<file path="config.mk">
export PLATFORM = sky130hd
export DESIGN_NAME = logic_unit_sequencer
export DESIGN_NICKNAME = d
export VERILOG_FILES = /design/src/rtl/logic_seq_pkg.sv /design/src/rtl/logic_bit_cell.sv /design/src/rtl/logic_unit_sequencer.sv
export SDC_FILE = /design/constraint.sdc
export NUM_CORES = 1
export LEC_CHECK = 0
export BUFFER_PORTS_ARGS = -buffer_cell sky130_fd_sc_hd__clkbuf_2
export CAP_MARGIN = 5
export CORE_ASPECT_RATIO = 0.7
export CORE_UTILIZATION = 45
export CTS_BUF_LIST = sky130_fd_sc_hd__clkbuf_4 sky130_fd_sc_hd__clkbuf_8 sky130_fd_sc_hd__clkbuf_16
export DETAILED_ROUTE_END_ITERATION = 8
export PLACE_DENSITY = 0.78
export SYNTH_ARGS = -nofsm -noshare
export SYNTH_HDL_FRONTEND = slang
export SYNTH_SLANG_ARGS = --single-unit
</file>
<file path="constraint.sdc">
create_clock -name clk -period 1.74 [get_ports clk]
set_input_delay 0.261 -clock clk [delete_from_list [all_inputs] [get_ports clk]]
set_output_delay 0.261 -clock clk [all_outputs]
set_load 0.03 [all_outputs]
</file>
<file path="src/rtl/logic_seq_pkg.sv">
// Shared op codes and FSM state encodings for the
// bit-serial logic sequencer.
package logic_seq_pkg;

  localparam logic [1:0] OP_OR   = 2'b00;
  localparam logic [1:0] OP_NOR  = 2'b01;
  localparam logic [1:0] OP_XOR  = 2'b10;
  localparam logic [1:0] OP_XNOR = 2'b11;

  typedef enum logic [1:0] {
    ST_IDLE  = 2'b00,
    ST_SHIFT = 2'b01,
    ST_DONE  = 2'b10
  } state_e;

endpackage

</file>
<file path="src/rtl/logic_bit_cell.sv">
// One-bit shared logic cell: OR, NOR, XOR, XNOR.
// Purely combinational; the only op decoder in the design.
module logic_bit_cell
  import logic_seq_pkg::*;
(
  input  logic       a,
  input  logic       b,
  input  logic [1:0] op,
  output logic       y
);

  always_comb begin
    y = 1'b0;
    unique case (op)
      OP_OR:   y = a | b;
      OP_NOR:  y = ~(a | b);
      OP_XOR:  y = a ^ b;
      OP_XNOR: y = ~(a ^ b);
      default: y = 1'b0;
    endcase
  end

endmodule

</file>
<file path="src/rtl/logic_unit_sequencer.sv">
// Round-robin arbiter and FSM that streams W-bit operands
// LSB first through one shared logic_bit_cell.
module logic_unit_sequencer
  import logic_seq_pkg::*;
#(
  parameter int W     = 8,
  parameter int CNT_W = (W > 1) ? $clog2(W) : 1
) (
  input  logic         clk,
  input  logic         reset,
  input  logic         req0_valid,
  output logic         req0_ready,
  input  logic [W-1:0] req0_a,
  input  logic [W-1:0] req0_b,
  input  logic [1:0]   req0_op,
  input  logic         req1_valid,
  output logic         req1_ready,
  input  logic [W-1:0] req1_a,
  input  logic [W-1:0] req1_b,
  input  logic [1:0]   req1_op,
  output logic         res_valid,
  input  logic         res_ready,
  output logic [W-1:0] res_data,
  output logic         res_id
);

  localparam logic [CNT_W-1:0] CNT_MAX = CNT_W'(W - 1);

  state_e           state_q;
  logic [W-1:0]     a_q;
  logic [W-1:0]     b_q;
  logic [W-1:0]     res_q;
  logic [W-1:0]     res_d;
  logic [1:0]       op_q;
  logic [CNT_W-1:0] cnt_q;
  logic             res_valid_q;
  logic             res_id_q;
  logic             last_q;

  logic             idle;
  logic             gnt_id;
  logic             accept;
  logic             cell_y;
  logic             cnt_bad;
  logic [31:0]      cnt_ext;
  logic [W-1:0]     a_in;
  logic [W-1:0]     b_in;
  logic [1:0]       op_in;

  // On contention, grant whoever was not served last.
  always_comb begin
    gnt_id = 1'b0;
    if (req0_valid && req1_valid) begin
      gnt_id = ~last_q;
    end else begin
      gnt_id = req1_valid;
    end
  end

  assign idle       = (state_q == ST_IDLE);
  assign req0_ready = idle & req0_valid & ~gnt_id;
  assign req1_ready = idle & req1_valid & gnt_id;
  assign accept     = req0_ready | req1_ready;

  assign a_in  = gnt_id ? req1_a  : req0_a;
  assign b_in  = gnt_id ? req1_b  : req0_b;
  assign op_in = gnt_id ? req1_op : req0_op;

  assign cnt_ext = 32'(cnt_q);
  assign cnt_bad = cnt_ext > 32'(W - 1);

  logic_bit_cell u_cell (
    .a  (a_q[0]),
    .b  (b_q[0]),
    .op (op_q),
    .y  (cell_y)
  );

  // New bit enters at the MSB; after W shifts bit 0 lands at LSB.
  always_comb begin
    res_d        = res_q >> 1;
    res_d[W-1]   = cell_y;
  end

  always_ff @(posedge clk) begin
    if (reset) begin
      state_q     <= ST_IDLE;
      a_q         <= '0;
      b_q         <= '0;
      op_q        <= OP_OR;
      res_q       <= '0;
      cnt_q       <= '0;
      res_valid_q <= 1'b0;
      res_id_q    <= 1'b0;
      last_q      <= 1'b1;
    end else begin
      case (state_q)
        ST_IDLE: begin
          if (accept) begin
            a_q      <= a_in;
            b_q      <= b_in;
            op_q     <= op_in;
            res_id_q <= gnt_id;
            cnt_q    <= '0;
            state_q  <= ST_SHIFT;
          end
        end
        ST_SHIFT: begin
          if (cnt_bad) begin
            cnt_q   <= '0;
            state_q <= ST_IDLE;
          end else begin
            a_q   <= a_q >> 1;
            b_q   <= b_q >> 1;
            res_q <= res_d;
            if (cnt_q == CNT_MAX) begin
              cnt_q       <= '0;
              res_valid_q <= 1'b1;
              state_q     <= ST_DONE;
            end else begin
              cnt_q <= cnt_q + 1'b1;
            end
          end
        end
        ST_DONE: begin
          if (res_ready) begin
            res_valid_q <= 1'b0;
            last_q      <= res_id_q;
            state_q     <= ST_IDLE;
          end
        end
        default: begin
          res_valid_q <= 1'b0;
          cnt_q       <= '0;
          state_q     <= ST_IDLE;
        end
      endcase
    end
  end

  assign res_valid = res_valid_q;
  assign res_data  = res_q;
  assign res_id    = res_id_q;

endmodule

</file>
==> impl_metrics.env <==
export IMPL_viasPerCell=5.31
export IMPL_setup_violations=8
export IMPL_critPathBufInv=1
export IMPL_synthAdderAreaFrac_pct=2.28
export IMPL_crit_top_cell="ha_4"
export IMPL_nNetsFinal=307
export IMPL_crit_reg2reg_launch="cnt_q[0]"
export IMPL_clockBufferDepth=2
export IMPL_synth_top_area_share_pct=41.4
export IMPL_power_leakage_nw=1.01
export IMPL_dieArea_sq_mm=0.00390
export IMPL_final_area_sq_mm=0.00215
export IMPL_end_kind="flip-flop"
export IMPL_start_util_pct=49.5
export IMPL_path_class="reg2reg"
export IMPL_gp_congestion=0.895
export IMPL_fin_util_pct=64.7
export IMPL_fin_crit_sh_pct=102
export IMPL_cts_buffers=5
export IMPL_placed_area_sq_mm=0.00198
export IMPL_cap_violations=0
export IMPL_ys_seq_area_share_pct=41.4
export IMPL_grt_use_total_pct=23.1
export IMPL_status="finished, violations left"
export IMPL_yosysWarnings=0
export IMPL_synthCells=204
export IMPL_synth_compound_area_share_pct=27.7
export IMPL_setup_ws_ps=-35.0
export IMPL_slew_headroom_pct=62.1
export IMPL_path_max_fanout=8
export IMPL_cts_root_buf="clkbuf_8"
export IMPL_dp_cells=301
export IMPL_clock_sinks=34
export IMPL_finClkSkew_ps=3.88
export IMPL_postSynthAreaPerCell_sq_um=8.06
export IMPL_drtIter0Drc=86
export IMPL_ys_seq_elements=34
export IMPL_final_cells=309
export IMPL_crit_family="compound AO/OA/AOI/OAI gates"
export IMPL_ir_drop_uv=418
export IMPL_synth_simple_area_share_pct=20.5
export IMPL_p_per_area_mw_per_mm2=844
export IMPL_fp_dieH_microns=52.6
export IMPL_pre_cts_ws_ps=-193
export IMPL_core_sq_mm=0.00332
export IMPL_final_max_slew_violation_count=0
export IMPL_synth_top_family_by_area="compound AO/OA/AOI/OAI gates"
export IMPL_crit_chain="ha_4 -> ha_4 -> nand4b_1 -> a221oi_4 -> clkbuf_16 -> a22o_1"
export IMPL_die_w_microns=74.2
export IMPL_wirelength_mm=3.93
export IMPL_worstMarginPinSlew_ps=566
export IMPL_postSynthNetCount=248
export IMPL_grt_pass1_vias=1523
export IMPL_ctsHtreeMaxLevel=2
export IMPL_path_clk_slew_ps=60
export IMPL_antenna_found_initial=0
export IMPL_swShare_pct=27.2
export IMPL_grt_max_degree=22
export IMPL_firstDrtPassIters=4
export IMPL_synthTopCellsByArea="dfxtp_1 41%, a21oi_1 12%, nand2_1 8.9%, a22o_1 7.5%, nor2_1 5.5%"
export IMPL_violations="setup timing"
export IMPL_syn_area_sq_mm=0.00164
export IMPL_io_buffers=52
export IMPL_crit_cells=6
export IMPL_cts_tree="done"
export IMPL_r2r_end="a_q[3]"
export IMPL_internal_power_mw=1.32
export IMPL_ff2ff_path_depth=6
export IMPL_crit_path_end="a_q[3]"
export IMPL_synth_top_cell_by_area="dfxtp_1"
export IMPL_drive_above_1_share_pct=32.8
export IMPL_clock_latency_ps=280
export IMPL_synthMuxAreaShare_pct=1.83
export IMPL_min_period_ps=1770
export IMPL_overflow=0
export IMPL_wl_per_cell_microns=12.7
export IMPL_fmax_ghz=0.563
export IMPL_clkPwrFrac_pct=30.5
export IMPL_area_growth_pct=30.7
export IMPL_final_hold_violation_count=0
export IMPL_p_sw_mw=0.494
export IMPL_ff2ff_setup_slack_ps=-30
export IMPL_power_frac_comb_pct=20.8
export IMPL_p_seq_share_pct=48.7
export IMPL_synth_cell_types=32
export IMPL_antenna_cells=0
export IMPL_required_ps=1960
export IMPL_ant_nets=0
export IMPL_hold_buffers=0
export IMPL_critical_path_max_stage_delay_ps=450
export IMPL_worstPathArrival_ps=1990
export IMPL_rsz0062_at_grt="true"
export IMPL_power_mw=1.81
export IMPL_min_path_type="in2reg"
export IMPL_vias=1641
export IMPL_fp_row_count=17
export IMPL_num_io_pins=53
export IMPL_grt_pass1_wl_mm=6.73
export IMPL_worstSetupStartpoint="cnt_q[0]"
export IMPL_start_kind="flip-flop"
export IMPL_synth_xor_area_share_pct=0
export IMPL_drc=0
export IMPL_worst_path_max_delay_cell="a221oi_4"
export IMPL_hpwlAfterDp_mm=2.72
-- how the worst min path moves through the flow --
stage / start / to / slack (ps) / cells past startpoint
floorplan: req1_op[0] / op_q[0] / 420 / 2
global placement: a_q[7] / a_q[7] / 440 / 2
detailed placement: a_q[7] / a_q[7] / 450 / 2
CTS: req1_op[0] / op_q[0] / 230 / 3
global route: req1_op[0] / op_q[0] / 230 / 3
finish: req1_op[1] / op_q[1] / 230 / 3
-- per-stage QoR --
step | hold WS (ps) | TNS [ps]
global placement | 442 | -855
CTS | 226 | -4.99
floorplan | 420 | 0
finish | 234 | -183
global route | 234 | -1420
detailed placement | 455 | -2540
-- worst register-to-register path: stages (launching register included) --
cell       delay (ps)
dfxtp_2           340
ha_4              160
ha_4              150
nand4b_1          260
a221oi_4          450
clkbuf_16         220
a22o_1            130
-- power groups by stage --
stage / clock [mW] / combinational, mW / sequential, mW
final: 0.553 / 0.377 / 0.883
after global routing: 0.603 / 0.426 / 0.890
after CTS: 0.568 / 0.363 / 0.877
after detailed placement: 0 / 0.360 / 0.893
after global placement: 0 / 0.354 / 0.892
after floorplan: 0 / 0.237 / 0.893
-- layout make-up --
| cell class | count | area (sq um) |
|---|---|---|
| clock buffers | 6 | 82.6 |
| fillers | 289 | 1170 |
| inverters | 4 | 15.0 |
| multi-input cells | 153 | 920 |
| flip-flops and latches | 34 | 684 |
| well taps | 47 | 58.8 |
| repair buffers | 65 | 388 |
-- state kept, by name, indices dropped and copies added (netlist names) --
register,flops
res_data,8
state_q,2
last_q,1
cnt_q,3
op_q,2
res_id,1
b_q,8
res_valid,1
a_q,8
-- repair_timing --
action,CTS,global route
gates resized for setup,2,12
endpoints found under the setup margin,15,17
setup buffers,0,1
cloned,0,1
pin swaps,0,13
-- cell usage after synthesis --
| cell | count |
|---|---|
| a22o_1 | 14 |
| buf_2 | 4 |
| a21oi_1 | 40 |
| nand2b_1 | 1 |
| nor2_1 | 24 |
| clkbuf_1 | 3 |
| inv_1 | 4 |
| dfxtp_1 | 34 |
| and2_1 | 2 |
| buf_4 | 3 |
| a21bo_2 | 1 |
| nor2b_4 | 1 |
| a221oi_4 | 1 |
| a31oi_1 | 3 |
| or4_1 | 1 |
| a22oi_1 | 1 |
| o31ai_1 | 2 |
| a311oi_1 | 2 |
| ha_1 | 3 |
| nor3_2 | 1 |
| nand3_1 | 4 |
| mux2i_1 | 3 |
| a21boi_2 | 1 |
| nand4b_1 | 1 |
| nand2_1 | 39 |
| or3_1 | 1 |
| o21bai_1 | 1 |
| nor3_1 | 2 |
| or2_1 | 1 |
| a32oi_1 | 1 |
| buf_6 | 3 |
| o21ai_0 | 2 |
-- cell usage in the layout, fill, tap and decap left out, types with 2 or more instances in the layout --
cell type	instances
a21oi_1	40
a22o_1	14
a311oi_1	2
a31oi_1	3
and2_1	2
buf_4	11
clkbuf_2	52
clkbuf_8	6
dfxtp_1	31
dfxtp_2	3
ha_4	2
inv_1	4
mux2i_1	3
nand2_1	37
nand3_1	4
nor2_1	23
o21ai_0	2
-- cell families after synthesis --
kind of cell / count (synthesis)
AO/OA/AOI/OAI: 69
multiplexers: 3
adder cells (fa/ha/maj): 3
AND/OR/NAND/NOR: 78
flip-flops: 34
buffers and inverters: 17
-- routing by layer --
layer | vias up | track usage (%) | wire length, microns
met5 | - | 0 | 0
met1 | 738 | 32.0 | 1940
met3 | 5 | 6.15 | 272
li1 | 836 | - | -
met2 | 62 | 34.4 | 1670
met4 | 0 | 8.49 | 37
Power figures use the tool's default switching activity.
